File: config.mk
export PLATFORM = sky130hd
export DESIGN_NAME = dmem_arbiter
export DESIGN_NICKNAME = d
export VERILOG_FILES = /design/src/rtl/dmem_arbiter.sv
export SDC_FILE = /design/constraint.sdc
export NUM_CORES = 1
export LEC_CHECK = 0
export CAP_MARGIN = 40
export CORE_AREA = 2 2 117 119
export CTS_CLUSTER_DIAMETER = 50
export DETAILED_ROUTE_END_ITERATION = 10
export DIE_AREA = 0 0 119 121
export PLACE_DENSITY = 0.63
export REMOVE_ABC_BUFFERS = 1
export SLEW_MARGIN = 20
export SYNTH_ARGS = -nofsm -noshare
export SYNTH_HDL_FRONTEND = slang
export SYNTH_SLANG_ARGS = --single-unit
File: constraint.sdc
create_clock -name clk -period 2.3 [get_ports clk]
set_input_delay 0.46 -clock clk [delete_from_list [all_inputs] [get_ports clk]]
set_output_delay 0.46 -clock clk [all_outputs]
set_load 0.01 [all_outputs]
File: src/rtl/dmem_arbiter.sv
// Two-requester arbiter for the data port of the segmented unified memory.
// The CPU (MEM stage) has fixed priority. A wait counter forces one DMA grant
// after MAXWAIT consecutive denied DMA cycles. Every access is range-checked
// against the populated segments. The one-cycle-late read data is routed back
// to the requester that issued the access.
//
// state    | meaning
// CPU_PRIO | CPU wins contention; DMA denials are counted
// DMA_PRIO | DMA wins contention; left on the first DMA grant
module dmem_arbiter #(
    parameter int WIDTH   = 32,
    parameter int RAMSIZE = 16,
    parameter int NSEG    = 6,
    parameter int MAXWAIT = 4
) (
    input  logic             clk,
    input  logic             rst_n,
    input  logic             cpu_req,
    input  logic             cpu_we,
    input  logic [WIDTH-1:0] cpu_addr,
    input  logic [WIDTH-1:0] cpu_wd,
    output logic             cpu_gnt,
    output logic             cpu_rvalid,
    output logic [WIDTH-1:0] cpu_rdata,
    output logic             cpu_fault,
    input  logic             dma_req,
    input  logic             dma_we,
    input  logic [WIDTH-1:0] dma_addr,
    input  logic [WIDTH-1:0] dma_wd,
    output logic             dma_gnt,
    output logic             dma_rvalid,
    output logic [WIDTH-1:0] dma_rdata,
    output logic             dma_fault,
    output logic             mem_we,
    output logic [WIDTH-1:0] mem_a,
    output logic [WIDTH-1:0] mem_wd,
    input  logic [WIDTH-1:0] mem_rd
);

    localparam int CW = $clog2(MAXWAIT + 1);
    localparam logic [CW-1:0]    WAIT_MAX = CW'(MAXWAIT);
    localparam logic [WIDTH-1:0] ADDR_LIM = WIDTH'(RAMSIZE * NSEG);

    typedef enum logic {
        CPU_PRIO = 1'b0,
        DMA_PRIO = 1'b1
    } prio_t;

    prio_t         state_q, state_d;
    logic [CW-1:0] wait_q, wait_d;

    logic rsp_valid_q;
    logic rsp_dma_q;
    logic rsp_fault_q;
    logic rsp_rd_q;

    logic gnt_any;
    logic gnt_we;
    logic in_range;
    logic [WIDTH-1:0] rsp_data;

    // Grants from requests and priority state; nothing is granted in reset.
    always_comb begin
        cpu_gnt = 1'b0;
        dma_gnt = 1'b0;
        if (rst_n) begin
            if (state_q == DMA_PRIO) begin
                dma_gnt = dma_req;
                cpu_gnt = cpu_req & ~dma_req;
            end else begin
                cpu_gnt = cpu_req;
                dma_gnt = dma_req & ~cpu_req;
            end
        end
    end

    // Memory port mux; the CPU drives the address bus when the port is idle.
    always_comb begin
        gnt_any  = cpu_gnt | dma_gnt;
        mem_a    = dma_gnt ? dma_addr : cpu_addr;
        mem_wd   = dma_gnt ? dma_wd   : cpu_wd;
        gnt_we   = dma_gnt ? dma_we   : cpu_we;
        in_range = (mem_a < ADDR_LIM);
        mem_we   = gnt_any & gnt_we & in_range;
    end

    // Next priority state and DMA wait count.
    always_comb begin
        state_d = state_q;
        wait_d  = wait_q;
        if (dma_gnt) begin
            wait_d  = '0;
            state_d = CPU_PRIO;
        end else if (dma_req) begin
            if (wait_q < WAIT_MAX) begin
                wait_d = wait_q + CW'(1);
            end
            if (wait_d == WAIT_MAX) begin
                state_d = DMA_PRIO;
            end
        end
    end

    // Priority state and wait counter registers.
    always_ff @(posedge clk) begin
        if (!rst_n) begin
            state_q <= CPU_PRIO;
            wait_q  <= '0;
        end else begin
            state_q <= state_d;
            wait_q  <= wait_d;
        end
    end

    // Response tracking: who owns next cycle's mem_rd and what it means.
    always_ff @(posedge clk) begin
        if (!rst_n) begin
            rsp_valid_q <= 1'b0;
            rsp_dma_q   <= 1'b0;
            rsp_fault_q <= 1'b0;
            rsp_rd_q    <= 1'b0;
        end else begin
            rsp_valid_q <= gnt_any;
            rsp_dma_q   <= dma_gnt;
            rsp_fault_q <= gnt_any & ~in_range;
            rsp_rd_q    <= gnt_any & ~gnt_we & in_range;
        end
    end

    // Route the response to its owner; the other side sees all zeros.
    always_comb begin
        rsp_data   = rsp_rd_q ? mem_rd : '0;
        cpu_rvalid = rsp_valid_q & ~rsp_dma_q;
        dma_rvalid = rsp_valid_q &  rsp_dma_q;
        cpu_rdata  = cpu_rvalid ? rsp_data : '0;
        dma_rdata  = dma_rvalid ? rsp_data : '0;
        cpu_fault  = cpu_rvalid & rsp_fault_q;
        dma_fault  = dma_rvalid & rsp_fault_q;
    end

endmodule
==> summary.md, run 1 <==
| Metric | Value |
|---|---|
| Synth area leaders | nand2_1, nor2_1, dfxtp_1 |
| TritonCTS Sinks | 8 |
| Post-synthesis sequential area ratio | 0.0916 |
| Initial antenna violation count | 0 |
| Die Ht | 121 microns |
| Worst skew pair latency | 0.23 ns |
| Crit path buffers/inverters | 2 |
| Crit share post-route | 0.994 |
| Port Buf Inserts | 300 |
| P_leak | 2.74 nW |
| Ys flop type | dfxtp_1 |
| Critical Path AT | 1.83 ns |
| Crit path max fanout | 2 |
| Num CTS Buffers | 3 |
| Clock slew at reported path FFs | 0.04 ns |
| Clock power frac | 0.246 |
| DR vias | 3,609 |
| Min-delay worst type | register to register |
| Root buf cell | clkbuf_16 |
| Most frequent cell after synthesis | nand2_1 |
| Largest net degree at the start of global routing | 35 |
| ANT nets after route | 0 |
| Peak supply drop | 0.129 mV |
| Vias in the first global route | 3,564 |
| Yosys top cell by area | nand2_1 |
| Critical path type | primary input to primary output |
| Worst-path cell chain | clkdlybuf4s50_1, a211oi_2, nand4_1, nor3_2, o211a_1, buf_6 |
| Sequential share of power | 0.126 |
| Total area of sequential cells | 160 sq um |
| # fillers | 1,360 |
| Sw Ratio | 0.306 |
| CP max stage cell | clkdlybuf4s50_1 |
| Vias/cell | 4.08 |
| First-pass GRT wire length | 18.9 mm |
| Die Wd | 119 microns |
| 1st-iter DRT viols | 110 |
| Yosys warns | 0 |
| Worst Skew | 0.00337 ns |
| Nets@finish | 878 |
| Post-DP Area | 5200 sq um |
| Antenna Diode Count | 0 |
| Max cap viols | 0 |
| Worst Max-Slew Pin Slew | 0.325 ns |
| H-tree Lvls | 1 |
| Total Power | 0.00117 W |
| DR pass1 iterations | 4 |
| Max_slew headroom | 0.781 |
| Max stage delay on crit path | 0.45 ns |
| Wire per inst | 14.4 microns |
| Synthesized flop and latch total | 8 |
| Area of the multi-input gates | 1550 sq um |
| Die area | 14,400 sq um |
| Num rows | 42 |
| Cell variety after synth | 30 |
| Fmax | 437 MHz |
| FFs w/ async S/R, synth | 0 |
| Avg Inst Size Synth | 4.61 sq um |
| Final-report setup violation count | 0 |
| Core area | 13,100 sq um |
| Post-Synthesis Cells | 379 |
| Dpl hpwl | 10.2 mm |
| Minimum clock period | 2.29 ns |
| Final hold vios | 0 |
| Top Ports | 301 |
| CP Capture Type | primary output |
| Drc violations | 0 |
| Final Max Slew Viols | 0 |
| Int Power | 0.000811 W |
| Net switching power | 0.000358 W |
| Longest Clk Path Bufs | 2 |
| Cts hold-fix bufs | 0 |
| Post-synth top area share | 0.494 |
| Power per Cell Area | 208 nW/um^2 |
| Delay-heaviest family, CP | buffers and inverters |
| TritonCTS clock tree | built |
| Netlist Area Pre-Place | 1750 sq um |
| GRT Resource Usage Total | 0.165 |
| Share of cells above drive strength 1 | 0.110 |
| Post-layout util | 0.431 |
| Logic pwr share | 0.628 |
| Synth cell count leaders | nand2_1, nor2_1, clkbuf_1 |
| Status | finished, final reports clean |
| Gr ovfl total | 0 |
| Post-synth EDFFs | 0 |
| Required time worst endpoint | 1.84 ns |
| Final WL | 12.8 mm |
| Finished Cell Area | 5640 sq um |
| Crit start category | primary input |
| Starting Density | 0.134 |
| Area grow syn2layout | 222% |
| GPL Wtd Cong | 0.732 |
| RSZ-0062 raised after global routing | true |
==> placed cells by master (no fill, tap or decap), drive strengths merged, types with 5 or more instances in the layout <==
cell type / count
buf: 49
inv: 6
clkdlybuf4s15: 9
nor3: 5
nand2: 230
clkdlybuf4s50: 192
nor2: 68
dlymetal6s2s: 33
dfxtp: 8
nor4: 10
clkbuf: 5
dlygate4sd2: 63
==> cell families after synthesis <==
kind of cell / count (synthesis) / synth area share
AND/OR/NAND/NOR: 326 / 0.751
buffers and inverters: 31 / 0.0945
AO/OA/AOI/OAI: 11 / 0.0437
flip-flops: 8 / 0.0916
multiplexers: 2 / 0.0122
adder cells (fa/ha/maj): 1 / 0.00716
==> layout make-up <==
type                            count  share of cell area
Tap cell                          176              0.0391
Clock buffer                        3              0.0133
Inverter                            7             0.00688
Timing Repair Buffer              351               0.637
Multi-Input combinational cell    340               0.276
Sequential cell                     8              0.0284
==> layer usage <==
metal / vias to the layer above / GRT usage / part of all wire
li1: 1835 / - / -
met5: - / 0 / 0
met4: 0 / 0.0313 / 0.011
met1: 1574 / 0.180 / 0.37
met2: 192 / 0.321 / 0.54
met3: 8 / 0.0404 / 0.081
==> per-stage QoR <==
step | hold WS [ns] | setup TNS (ns) | cells | worst slack [ns]
final | 0.557 | 0 | 885 | 0.0128
after global routing | 0.626 | -0.0254 | 885 | -0.0254
after CTS | 0.559 | -0.156 | 878 | -0.156
after detailed placement | 0.550 | -32.61 | 868 | -0.803
after global placement | 0.546 | -33.88 | 868 | -0.817
after floorplan | 0.516 | -36.71 | 355 | -0.847
==> power by group through the flow <==
stage	logic (W)	registers [W]	clock network, W
floorplan	0.000178	0.000148	0
CTS	0.000735	0.000147	0.000292
detailed placement	0.000756	0.000149	0
global placement	0.000753	0.000149	0
finish	0.000735	0.000147	0.000288
global route	0.000796	0.000147	0.000298
==> state kept, by name, summed over array words and instances (netlist names) <==
name	count
wait_q	3
rsp_fault_q	1
rsp_rd_q	1
rsp_valid_q	1
state_q	1
rsp_dma_q	1
==> worst register-to-register path, cell delays in order, from the launching register on <==
cell	delay [ns]
dfxtp_1	0.35
nand2b_4	0.15
nand3_4	0.14
buf_6	0.16
bufbuf_16	0.27
nor3_2	0.14
buf_4	0.13
buf_4	0.09
o2111a_1	0.16
==> path summary, 6_finish.rpt <==
path                                    from        end  slack, ns  depth (start not counted)
worst max-delay path            cpu_addr[15]     mem_we       0.01                          6
worst min-delay path               wait_q[2]  wait_q[2]       0.56                          2
worst max register to register       state_q   rsp_rd_q       0.64                          8
worst min register to register     wait_q[2]  wait_q[2]       0.56                          2
==> repair_timing <==
item / CTS / global route
gates resized for setup: 100 / 54
setup buffers: 3 / 7
pin swaps: 11 / 17
cloned: 4 / 0
setup endpoints to repair: 66 / 9
No activity file was read; power rests on OpenSTA's default activity.
==> run 2, diff against run 1 <==
--- a/config.mk
+++ b/config.mk
@@ -6,11 +6,11 @@
 export NUM_CORES = 1
 export LEC_CHECK = 0
 export CAP_MARGIN = 40
-export CORE_AREA = 2 2 117 119
+export CORE_AREA = 2 2 116 118
 export CTS_CLUSTER_DIAMETER = 50
 export DETAILED_ROUTE_END_ITERATION = 10
-export DIE_AREA = 0 0 119 121
-export PLACE_DENSITY = 0.63
+export DIE_AREA = 0 0 118 120
+export PLACE_DENSITY = 0.64
 export REMOVE_ABC_BUFFERS = 1
 export SLEW_MARGIN = 20
 export SYNTH_ARGS = -nofsm -noshare
==> constraint.sdc (replaced) <==
create_clock -name clk -period 2.2 [get_ports clk]
set_input_delay 0.44 -clock clk [delete_from_list [all_inputs] [get_ports clk]]
set_output_delay 0.44 -clock clk [all_outputs]
set_load 0.01 [all_outputs]
==> summary.md, run 2 (synthesis gave the netlist of run 1 again) <==
| Metric | Value |
|---|---|
| Dpl hpwl | 10.2 mm (-0.73%) |
| Antenna Diode Count | 0 (unchanged) |
| Nets@finish | 862 (-1.8%) |
| Clock slew at reported path FFs | 0.04 ns (about the same) |
| Vias/cell | 3.99 (-2.2%) |
| Minimum clock period | 2.13 ns |
| GPL Wtd Cong | 0.793 (+8.4%) |
| Most common cell after layout, fill and taps aside | nand2_1 |
| Crit start category | primary input |
| Drc violations | 0 (unchanged) |
| RSZ-0062 raised after global routing | true |
| Max reg flops | 3 (unchanged) |
| Critical path type | primary input to primary output |
| Total area of sequential cells | 160 sq um (unchanged) |
| Initial antenna violation count | 0 (unchanged) |
| Port Buf Inserts | 300 (unchanged) |
| Cells after DPL | 861 (-0.81%) |
| Crit path max fanout | 2 (unchanged) |
| 1st-iter DRT viols | 119 (+8.2%) |
| Num rows | 42 (unchanged) |
| Required time worst endpoint | 1.76 ns (-0.08 ns) |
| Hold Slack | 0.561 ns (+0.00328 ns) |
| GRT Resource Usage Total | 0.160 (-0.00467) |
| Final-report setup violation count | 0 (unchanged) |
| Longest Clk Path Bufs | 2 (unchanged) |
| Status | finished, final reports clean |
| Worst Skew | 0.00282 ns (-0.000546 ns) |
| Finished Layout Cells | 869 (-1.8%) |
| H-tree Lvls | 1 (unchanged) |
| Share of cells above drive strength 1 | 0.118 (+0.00831) |
| Top Ports | 301 (unchanged) |
| # fillers | 1,422 (+4.6%) |
| Final WL | 12.1 mm (-5.5%) |
| Critical Path AT | 1.69 ns (-0.14 ns) |
| CP max stage cell | nor4_4 |
| Worst skew pair latency | 0.23 ns (about the same) |
| ANT nets after route | 0 (unchanged) |
| Die Wd | 118 microns (-0.84%) |
| Area of the multi-input gates | 1590 sq um (+2.5%) |
| Peak supply drop | 0.263 mV (+100%) |
| Max cap viols | 0 (unchanged) |
| Vias in the first global route | 3,473 (-2.6%) |
| Max_slew headroom | 0.778 (-0.00355) |
| Worst Max-Slew Pin Slew | 0.334 ns (+0.00876 ns) |
| Power per Cell Area | 219 nW/um^2 (+5.5%) |
| Final Max Slew Viols | 0 (unchanged) |
| Largest net degree at the start of global routing | 35 (unchanged) |
| Starting Density | 0.135 (+0.00108) |
| Most frequent cells in the layout | nand2_1, clkdlybuf4s50_1, dlygate4sd2_1, nor2_1, buf_4 |
| Gr ovfl total | 0 (unchanged) |
| Fmax | 469 MHz |
| TritonCTS Sinks | 8 (unchanged) |
| P_leak | 2.50 nW (-8.9%) |
| Area grow syn2layout | 209% |
| Num CTS Buffers | 3 (unchanged) |
| First-pass GRT wire length | 18.4 mm (-2.6%) |
| Die area | 14,200 sq um (-1.7%) |
| CP Capture Type | primary output |
| Min-delay worst type | register to register |
| Crit share post-route | 0.968 |
| Root buf cell | clkbuf_16 |
| TritonCTS clock tree | built |
| Core area | 13,000 sq um (-0.80%) |
| Max stage delay on crit path | 0.35 ns (-0.10 ns) |
| Final hold vios | 0 (unchanged) |
| Post-DP Area | 5110 sq um (-1.7%) |
| DR vias | 3,467 (-3.9%) |
| DR pass1 iterations | 4 (unchanged) |
| Wire per inst | 13.9 microns (-3.8%) |
| Finished Cell Area | 5410 sq um (-4.1%) |
| Die Ht | 120 microns (-0.83%) |
| Worst-path cell chain | buf_8, nor4_4, buf_4, nand4_1, nor3_4, o211a_1, buf_6 |
| Most flops, register | wait_q |
-- run 2: cell count changes in the layout (fill, tap and decap cells not counted), moves of 3 or more --
cell / before / now
nor3_2: 4 / 1
clkdlybuf4s15_1: 8 / 11
buf_8: 1 / 4
dlymetal6s2s_1: 33 / 13
dlygate4sd2_1: 63 / 71
buf_2: 0 / 4
buf_12: 8 / 4
buf_6: 2 / 5
clkdlybuf4s50_1: 192 / 182
buf_4: 37 / 23
clkdlybuf4s15_2: 1 / 12
nor3_4: 0 / 3
-- run 2: final timing paths --
path | startpoint | depth (start not counted) | to | slack [ns]
worst max-delay path | cpu_addr[29] | 7 | mem_we | 0.07
worst min-delay path | wait_q[2] | 2 | wait_q[2] | 0.56
worst max register to register | state_q | 8 | rsp_rd_q | 0.72
worst min register to register | wait_q[2] | 2 | wait_q[2] | 0.56
-- run 2: worst max-delay path, delay by kind of cell --
family	cells	cell delay, ns
compound gates	1	0.19
simple gates	3	0.70
buf+inv	3	0.37
-- run 2: where the power goes --
group / switching, W / internal [W] / leakage [nW]
logic: 0.000298 / 0.000433 / 2.40
clock network: 0.0000658 / 0.000234 / 0.0370
registers: 0.00000304 / 0.000151 / 0.0655
total: 0.000366 / 0.000817 / 2.50
-- run 2: metrics by stage --
stage / setup slack, ns / total power [W] / TNS, ns / utilization
floorplan: -0.907 / 0.000341 / -40.83 / -
global placement: -1.05 / 0.000929 / -34.29 / 0.393
detailed placement: -1.06 / 0.000932 / -33.37 / 0.393
CTS: -0.0343 / 0.00119 / -0.0343 / 0.411
global route: -0.0307 / 0.00125 / -0.0307 / 0.417
finish: 0.0698 / 0.00118 / 0 / 0.417
-- run 2: per-layer routing --
| layer | GRT usage | vias to the layer above | routed length [microns] |
|---|---|---|---|
| li1 | - | 1797 | - |
| met1 | 0.176 | 1478 | 4550 |
| met2 | 0.314 | 184 | 6380 |
| met3 | 0.0390 | 8 | 1020 |
| met4 | 0.0264 | 0 | 124 |
| met5 | 0 | - | 0 |
-- run 2: repair_timing --
item / 4_1_cts / 5_1_grt
hold buffers: 0 / 0
pin swaps: 19 / 18
resized for setup: 185 / 41
buffers inserted: 3 / 0
cloned: 2 / 0
setup endpoints to repair: 68 / 29
-- run 2: cell type report --
class / instances / area share
Clock buffer: 3 / 0.0139
Multi-Input combinational cell: 340 / 0.294
Inverter: 7 / 0.00625
Tap cell: 176 / 0.0407
Sequential cell: 8 / 0.0296
Timing Repair Buffer: 335 / 0.615
